[config.mk]
export PLATFORM = sky130hd
export DESIGN_NAME = run_ctrl
export DESIGN_NICKNAME = d
export VERILOG_FILES = /design/src/rtl/run_ctrl_pkg.sv /design/src/rtl/run_ctrl_sat_cnt.sv /design/src/rtl/run_ctrl.sv
export SDC_FILE = /design/constraint.sdc
export NUM_CORES = 1
export LEC_CHECK = 0
export BUFFER_PORTS_ARGS = -buffer_cell sky130_fd_sc_hd__clkbuf_2
export CELL_PAD_IN_SITES_DETAIL_PLACEMENT = 0
export CELL_PAD_IN_SITES_GLOBAL_PLACEMENT = 1
export CORE_MARGIN = 1.5
export CORE_UTILIZATION = 40
export CTS_BUF_LIST = sky130_fd_sc_hd__clkbuf_8 sky130_fd_sc_hd__clkbuf_16
export DETAILED_ROUTE_END_ITERATION = 16
export PLACE_DENSITY_LB_ADDON = 0.3
export RECOVER_POWER = 50
export SYNTH_ARGS = -nofsm -noshare
export SYNTH_HDL_FRONTEND = slang
export SYNTH_SLANG_ARGS = --single-unit
[constraint.sdc]
create_clock -name clk -period 2.47 [get_ports clk]
set_input_delay 0.247 -clock clk [delete_from_list [all_inputs] [get_ports clk]]
set_output_delay 0.247 -clock clk [all_outputs]
set_load 0.02 [all_outputs]
[src/rtl/run_ctrl_pkg.sv]
// Shared types and default parameters for the run sequencer.
package run_ctrl_pkg;

    typedef enum logic [1:0] {
        RST_HOLD = 2'd0,
        RUN      = 2'd1,
        DRAIN    = 2'd2,
        FINISH   = 2'd3
    } state_e;

    typedef enum logic [2:0] {
        ST_NONE    = 3'd0,
        ST_PASS    = 3'd1,
        ST_FAIL    = 3'd2,
        ST_TIMEOUT = 3'd3,
        ST_WDOG    = 3'd4
    } status_e;

    localparam int unsigned DEF_RST_CYCLES     = 16;
    localparam int unsigned DEF_TIMEOUT_CYCLES = 100000;
    localparam int unsigned DEF_DRAIN_CYCLES   = 4;
    localparam int unsigned DEF_CNT_W          = 32;
    localparam int unsigned DEF_WDOG_CYCLES    = 1024;

endpackage

[src/rtl/run_ctrl_sat_cnt.sv]
// Saturating up-counter with synchronous clear and a terminal-count compare.
module sat_cnt #(
    parameter int unsigned W = 8
) (
    input  logic         clk,
    input  logic         rst,
    input  logic         clr,
    input  logic         en,
    input  logic [W-1:0] tc,
    output logic [W-1:0] cnt,
    output logic         hit
);

    always_ff @(posedge clk or negedge rst) begin
        if (!rst)                   cnt <= '0;
        else if (clr)               cnt <= '0;
        else if (en && cnt != '1)   cnt <= cnt + 1'b1;
    end

    assign hit = (cnt == tc);

endmodule

[src/rtl/run_ctrl.sv]
// Run sequencer: reset hold, run with done/timeout, drain, finish.
// Optional liveness watchdog enabled by defining RUN_CTRL_WDOG_EN.
module run_ctrl
    import run_ctrl_pkg::*;
#(
    parameter int unsigned RST_CYCLES     = DEF_RST_CYCLES,
    parameter int unsigned TIMEOUT_CYCLES = DEF_TIMEOUT_CYCLES,
    parameter int unsigned DRAIN_CYCLES   = DEF_DRAIN_CYCLES,
    parameter int unsigned CNT_W          = DEF_CNT_W,
    parameter int unsigned WDOG_CYCLES    = DEF_WDOG_CYCLES
) (
    input  logic             clk,
    input  logic             rst,
    input  logic             restart,
    input  logic             dut_done,
    input  logic             dut_pass,
    input  logic             dut_heartbeat,
    output logic             dut_rst,
    output logic             running,
    output logic             finished,
    output status_e          status,
    output logic [CNT_W-1:0] cycles
);

    localparam int unsigned HOLD_W  = $clog2(RST_CYCLES + 1);
    localparam int unsigned DRAIN_W = $clog2(DRAIN_CYCLES + 2);
    localparam int unsigned DRAIN_TC = (DRAIN_CYCLES == 0) ? 0 : DRAIN_CYCLES - 1;

    state_e             state;
    logic [HOLD_W-1:0]  hold_cnt;
    logic [DRAIN_W-1:0] drain_cnt;
    logic               hold_hit, run_hit, drain_hit, wdog_hit, end_run;

    assign end_run = dut_done || run_hit || wdog_hit;

    sat_cnt #(.W(HOLD_W)) u_hold (
        .clk, .rst,
        .clr (state != RST_HOLD),
        .en  (state == RST_HOLD),
        .tc  (HOLD_W'(RST_CYCLES - 1)),
        .cnt (hold_cnt),
        .hit (hold_hit)
    );

    // The run counter holds on the exit edge so cycles reports the count seen at done/timeout.
    sat_cnt #(.W(CNT_W)) u_run (
        .clk, .rst,
        .clr (state == FINISH && restart),
        .en  (state == RUN && !end_run),
        .tc  (CNT_W'(TIMEOUT_CYCLES - 1)),
        .cnt (cycles),
        .hit (run_hit)
    );

    sat_cnt #(.W(DRAIN_W)) u_drain (
        .clk, .rst,
        .clr (state != DRAIN),
        .en  (state == DRAIN),
        .tc  (DRAIN_W'(DRAIN_TC)),
        .cnt (drain_cnt),
        .hit (drain_hit)
    );

`ifdef RUN_CTRL_WDOG_EN
    localparam int unsigned WDOG_W = $clog2(WDOG_CYCLES + 1);
    logic [WDOG_W-1:0] wdog_cnt;
    logic              wdog_tc;

    sat_cnt #(.W(WDOG_W)) u_wdog (
        .clk, .rst,
        .clr (state != RUN || dut_heartbeat),
        .en  (state == RUN),
        .tc  (WDOG_W'(WDOG_CYCLES - 1)),
        .cnt (wdog_cnt),
        .hit (wdog_tc)
    );
    // A heartbeat landing on the terminal count still counts as alive.
    assign wdog_hit = wdog_tc && !dut_heartbeat;

    logic unused;
    assign unused = ^{hold_cnt, drain_cnt, wdog_cnt};
`else
    assign wdog_hit = 1'b0;

    logic unused;
    assign unused = ^{hold_cnt, drain_cnt, dut_heartbeat};
`endif

    always_ff @(posedge clk or negedge rst) begin
        if (!rst) begin
            state    <= RST_HOLD;
            dut_rst  <= 1'b1;
            running  <= 1'b0;
            finished <= 1'b0;
            status   <= ST_NONE;
        end else begin
            case (state)
                RST_HOLD: if (hold_hit) begin
                    state   <= RUN;
                    dut_rst <= 1'b0;
                    running <= 1'b1;
                end
                RUN: if (end_run) begin
                    running <= 1'b0;
                    if (dut_done)     status <= dut_pass ? ST_PASS : ST_FAIL;
                    else if (run_hit) status <= ST_TIMEOUT;
                    else              status <= ST_WDOG;
                    if (DRAIN_CYCLES == 0) begin
                        state    <= FINISH;
                        finished <= 1'b1;
                    end else begin
                        state <= DRAIN;
                    end
                end
                DRAIN: if (drain_hit) begin
                    state    <= FINISH;
                    finished <= 1'b1;
                end
                FINISH: if (restart) begin
                    state    <= RST_HOLD;
                    dut_rst  <= 1'b1;
                    finished <= 1'b0;
                    status   <= ST_NONE;
                end
                default: state <= RST_HOLD;
            endcase
        end
    end

endmodule

==> flow_summary.yaml, run 1 <==
run_status:
  outcome: "finished clean"
routing:
  ant_nets: 0
  wirelength_um: 6310
  dr.first_iter.drc_count: 103
  avgRoutedWirePerCell_um: 15.1
  vias_per_cell: 5.44
  drtPass1Iterations: 4
  vias: 2278
  route.detailed.drc: 0
clock_network:
  path_clk_slew_ns: 0.08
  ctsResizeCount: 0
  ctsHoldBuffers: 0
  clockBufferDepth: 2
  clk-insertion-delay-late_ns: 0.30
  cts-root-buf: "clkbuf_8"
  cts_inserted_buffers: 5
  cts.sinks: 48
  htree_levels: 2
  cts_tree: "built"
  cts_setup_buffers: 0
floorplanning:
  ios: 44
  rows: 30
  die_area_sq_um: 7410
  coreArea_sq_um: 6720
  die_x_um: 86.1
  initial_core_util: 0.411
  die_h_um: 86.1
critical_path:
  cp_slowest_cell: "or4_1"
  worstReg2RegStart: "u_run.cnt[1]$_DFFE_PN0P_"
  slowest_delay_ns: 0.52
  start_kind: "flop"
  r2r_end: "u_run.cnt[14]$_DFFE_PN0P_"
  cp_cell_sequence: "ha_1 > nand4_1 > nor3_1 > and3_4 > or3_1 > or4_1 > a21oi_1"
  r2r_slack_ns: 0.14
  cp-end-kind: "flop"
  worstSetupPathType: "reg2reg"
  crit_path_max_fanout: 7
  worst-r2r-cell-count: 7
  cp_data_required_time_ns: 2.70
  cp.arrival_ns: 2.56
synthesis:
  async_flop_share: 1.00
  synth_edf_count: 0
  seq_area_frac_synth: 0.436
  synth.distinct_cells: 44
  yosysWarnings: 0
  syn_area_sq_um: 2760
  synth_seq_cells: 48
  synthFlopType: "dfrtp_1"
  syn_nets: 310
  synthCells: 293
  syn_area_per_cell_sq_um: 9.42
global_route:
  grt_pass1_vias: 2168
  grt.total_usage: 0.183
  grt_overflow_total: 0
  antenna_found_initial: 0
  grt_pass1_wl_um: 10600
  grt_max_degree: 49
worst_hold_path:
  min_from: "restart"
  holdPathStages: 3
  hold_path_end: "dut_rst$_DFFE_PN1P_"
  hp-class: "in2reg"
layout:
  fin_nets: 355
  nFillCells: 677
  diodes: 0
  drive_gt1_frac: 0.136
  area_delta_synth_final_pct: 13.3
sta:
  rsz0062_at_grt: "false"
  maxSlewHeadroom: 0.192
  fin_crit_ns: 2.33
  report.final.hold_viol_count: 0
  setup_viol_count_final: 0
  fin_crit_sh: 0.942
  drv_slew: 0
  tns_ns: 0
  fmax_mhz: 430
  hold-worst-slack_ns: 0.241
  fin_skew_ns: 0.00485
  worstMarginPinSlew_ns: 1.21
power:
  pwr-share-clk: 0.234
  p_sw_frac: 0.350
  leakagePower_nw: 1.40
  intPower_mw: 1.33
  p_per_area_nw_per_um2: 654
  peakVddDrop_v: 0.000212
  seqPwrFrac: 0.470
  switchingPower_mw: 0.716
  power_frac_comb: 0.296
placed_design:
  dp.final_hpwl_um: 4480
  port-buffer-count: 42
  gp_congestion: 0.799
flow_run:
  maxCapViolations: 0
==> cells by family (layout without fill, tap and decap cells) <==
| logic type | Yosys count | after routing | share of synthesized area |
|---|---|---|---|
| muxes | 7 | 7 | 0.0258 |
| buffers and inverters | 23 | 69 | 0.0431 |
| AOI/OAI and AO/OA | 26 | 26 | 0.0630 |
| and+or+nand+nor | 151 | 151 | 0.297 |
| adders and majority gates | 11 | 11 | 0.0499 |
| DFF | 48 | 48 | 0.436 |
| xor gates and xnor gates | 27 | 27 | 0.0857 |
==> registers in the layout, indices dropped and copies added, names as in the netlist <==
name and count:
status 3, dut_rst 1, u_hold.cnt 5, u_run.cnt 32, running 1, state 2
u_drain.cnt 3, finished 1
==> power groups by stage <==
stage | registers, mW | logic, mW | clock network, mW
floorplan | 1.02 | 0.372 | 0
global placement | 0.971 | 0.606 | 0
detailed placement | 0.977 | 0.618 | 0
CTS | 0.961 | 0.622 | 0.500
global route | 0.977 | 0.696 | 0.529
finish | 0.961 | 0.607 | 0.478
==> per-layer routing <==
metal	global-route usage	wire, um	vias up
met5	0	0	-
met4	0.0748	133	0
met3	0.0346	285	11
met2	0.288	2800	52
met1	0.250	3090	1085
li1	-	-	1130
==> cell usage after synthesis, drive strengths merged, types with 7 or more instances <==
cell type,instances,area share
a21oi,7,0.013
and2,10,0.023
and3,7,0.018
clkbuf,9,0.012
dfrtp,47,0.43
ha,11,0.050
inv,8,0.011
nand2,24,0.033
nand3,14,0.027
nand4,15,0.036
nor2,33,0.045
nor3,10,0.020
nor4,17,0.039
xnor2,17,0.054
xor2,10,0.032
==> worst max path at each step <==
stage / startpoint / to / slack (ns) / cells after the start
2_1_floorplan: u_run.cnt[0]$_DFFE_PN0P_ / u_run.cnt[14]$_DFFE_PN0P_ / 0.13 / 9
3_3_place_gp: u_run.cnt[1]$_DFFE_PN0P_ / u_run.cnt[14]$_DFFE_PN0P_ / 0.22 / 7
3_5_place_dp: u_run.cnt[1]$_DFFE_PN0P_ / u_run.cnt[14]$_DFFE_PN0P_ / 0.18 / 7
4_1_cts: u_run.cnt[1]$_DFFE_PN0P_ / u_run.cnt[14]$_DFFE_PN0P_ / 0.15 / 7
5_1_grt: u_run.cnt[1]$_DFFE_PN0P_ / u_run.cnt[14]$_DFFE_PN0P_ / 0.02 / 7
6_report: u_run.cnt[1]$_DFFE_PN0P_ / u_run.cnt[14]$_DFFE_PN0P_ / 0.14 / 7
==> area by class of cell <==
| cell class | count | area, sq um | area share |
|---|---|---|---|
| well taps | 80 | 100 | 0.0320 |
| flip-flops and latches | 48 | 1200 | 0.384 |
| multi-input cells | 222 | 1440 | 0.460 |
| inverters | 8 | 30.0 | 0.00960 |
| repair buffers | 53 | 267 | 0.0852 |
| clock inverters | 2 | 7.51 | 0.00240 |
| clock buffers | 6 | 82.6 | 0.0264 |
==> per-stage QoR <==
step / util / cells / area, sq um / total power [mW] / setup slack [ns]
after floorplan: - / 293 / 2760 / 1.40 / 0.126
after global placement: 0.456 / 411 / 3060 / 1.58 / 0.224
after detailed placement: 0.456 / 411 / 3060 / 1.59 / 0.178
after CTS: 0.469 / 419 / 3150 / 2.08 / 0.152
after global routing: 0.466 / 419 / 3130 / 2.20 / 0.0205
final: 0.466 / 419 / 3130 / 2.05 / 0.143
==> critical path, delay by kind of cell, from the launching register on <==
| kind | cells | cell delay, ns |
|---|---|---|
| flops | 1 | 0.43 |
| fa+ha+maj | 1 | 0.24 |
| compound gates | 1 | 0.16 |
| simple gates | 5 | 1.43 |
==> placed cells by master, fill, tap and decap left out, drive strengths merged, types with 2 or more instances in the layout <==
master  Yosys  routed
and4        3       3
inv         8      10
o21ai       4       4
and2       10      10
nand2b      5       5
buf         6      10
nor2b       3       3
nand3      14      14
nor4       17      17
nand4b      2       2
and3        7       7
xnor2      17      17
a21oi       7       7
or3         2       2
clkbuf      9      49
o31ai       3       3
a31oi       2       2
ha         11      11
a31o        3       3
mux2i       6       6
nor2       33      33
dfrtp      47      47
or4         3       3
nand4      15      15
xor2       10      10
nor3       10      10
nand2      24      24
No activity file was read; power rests on OpenSTA's default activity.
==> inputs of run 2 (changes only) <==
- clock period: 2.47 -> 2.39 ns (I/O delays scaled with it)
==> run 2 against run 1 <==
Core utilization is 1.1 points higher. Cell count is 2.4% higher. Clock-buffer cell count stayed put. Critical path depth stayed put. Flip-flop and latch count stayed put. First-iteration DRC count is 25% higher. Die area stayed put. Critical endpoint is now u_run.cnt[11]$_DFFE_PN0P_. Highest routed layer unchanged.
==> flow_summary.yaml, run 2 (synthesis results as in run 1) <==
run_status:
  outcome: "finished clean"
global_route:
  grt_pass1_wl_um: 10700
  met3_usage: 0.0395
  grt_util_met1: 0.256
  grt_pass1_vias: 2151
  antenna_found_initial: 0
  grt_max_degree: 28
  grt_overflow_total: 0
  grt_util_met2: 0.286
  grt.busiest_layer: "met2"
  grt.total_usage: 0.184
placed_design:
  dp.final_hpwl_um: 4760
  port-buffer-count: 42
  gp_congestion: 0.825
  postPlaceCellArea_sq_um: 3130
  placed_cells: 420
critical_path:
  cp_slowest_cell: "or4b_1"
  cp.buffers_inverters: 2
  cp_cell_sequence: "inv_1 > ha_1 > nand2b_1 > buf_4 > nor4_1 > or4b_1 > nand2_1"
  slowest_delay_ns: 0.47
  crit_path_max_fanout: 11
  cp-end-kind: "flop"
  cp_data_required_time_ns: 2.64
  start_kind: "flop"
  worstSetupPathType: "reg2reg"
  cpLargestDelayFamily: "simple AND/OR/NAND/NOR gates"
  cp.arrival_ns: 2.46
routing:
  wirelength_um: 6470
  vias: 2327
  dr.first_iter.drc_count: 129
  route.detailed.drc: 0
  ant_nets: 0
  vias_per_cell: 5.42
  avgRoutedWirePerCell_um: 15.1
  drtPass1Iterations: 4
layout:
  finalNonFillerCells: 429
  fin_nets: 365
  final_cell_mix: "dfrtp_1 (47), nor2_1 (33), nand2_1 (24)"
  area_delta_synth_final_pct: 16.0
  diodes: 0
  largest-register: "u_run.cnt"
  drive_gt1_frac: 0.152
  largest_reg_flops: 32
  reg_top3: "u_run.cnt: 32 flops, u_hold.cnt: 5 flops"
  mostFrequentLayoutCell: "dfrtp_1"
  final_cell_area_sq_um: 3200
sta:
  setup_viol_count_final: 0
  fin_crit_ns: 2.21
  report.final.hold_viol_count: 0
  worstMarginPinSlew_ns: 1.44
  fmax_mhz: 452
  fin_crit_sh: 0.926
  hold-worst-slack_ns: 0.227
  rsz0062_at_grt: "false"
  tns_ns: 0
  drv_slew: 0
  maxSlewHeadroom: 0.0371
  fin_skew_ns: 0.00854
floorplanning:
  ios: 44
  die_x_um: 86.1
  initial_core_util: 0.411
  rows: 30
  die_area_sq_um: 7410
  die_h_um: 86.1
  coreArea_sq_um: 6720
power:
  peakVddDrop_v: 0.000339
  pwr-share-clk: 0.233
  finalPower_mw: 2.14
  p_per_area_nw_per_um2: 669
  power_frac_comb: 0.306
  p_sw_frac: 0.351
  leakagePower_nw: 1.44
  seqPwrFrac: 0.461
  switchingPower_mw: 0.751
  intPower_mw: 1.39
flow_run:
  maxCapViolations: 0
clock_network:
  clk-insertion-delay-late_ns: 0.30
  cts_tree: "built"
  clockBufferDepth: 2
  cts.sinks: 48
  htree_levels: 2
  cts_inserted_buffers: 5
  cts-root-buf: "clkbuf_8"
  path_clk_slew_ns: 0.09
worst_hold_path:
  hp-class: "in2reg"
==> run 2: layout make-up <==
class | instances | area, sq um
sequential | 48 | 1200
inverter | 8 | 30.0
multi-input combinational | 222 | 1440
fill | 670 | 3520
timing repair buffer | 63 | 339
tap | 80 | 100
clock buffer | 6 | 82.6
clock inverter | 2 | 7.51
==> run 2: worst paths after layout <==
kind / start / to / slack [ns] / cells after the start
worst max-delay path: state[1]$_DFFE_PN0P_ / u_run.cnt[11]$_DFFE_PN0P_ / 0.18 / 7
worst min-delay path: restart / dut_rst$_DFFE_PN1P_ / 0.23 / 3
worst min register to register: status[2]$_DFFE_PN0P_ / status[2]$_DFFE_PN0P_ / 0.50 / 1
worst max register to register: state[1]$_DFFE_PN0P_ / u_run.cnt[11]$_DFFE_PN0P_ / 0.18 / 7
max in group asynchronous: rst / u_run.cnt[28]$_DFFE_PN0P_ / 0.62 / 3
min in group asynchronous: rst / u_hold.cnt[4]$_DFFE_PN0P_ / 0.79 / 3
==> run 2: power by group through the flow <==
stage	Clock [mW]	Combinational, mW	Sequential, mW
4_1_cts	0.513	0.669	0.988
5_1_grt	0.554	0.732	1.01
3_5_place_dp	0	0.664	1.00
6_report	0.499	0.655	0.988
3_3_place_gp	0	0.644	0.999
2_1_floorplan	0	0.384	1.06
==> run 2: tightest hold or removal path: stages <==
cell	delay, ns
clkbuf_2	0.12
a21oi_1	0.13
nor2_1	0.05
==> run 2: per-stage QoR <==
step	util	setup WS [ns]
after global routing	0.476	0.00318
final	0.476	0.177
after detailed placement	0.466	0.212
after CTS	0.481	0.182
after floorplan	-	0.0461
after global placement	0.466	0.218
==> run 2: per-layer routing <==
layer  vias up  share of wire
li1       1154              -
met1      1123           0.49
met2        39           0.46
met3        11          0.031
met4         0          0.019
met5         -              0
==> run 2: what timing repair did <==
action / in CTS / in global routing
buffers inserted: 0 / 0
hold buffers: 1 / 0
gates resized for setup: 0 / 0
endpoints found under the hold margin: 47 / 0
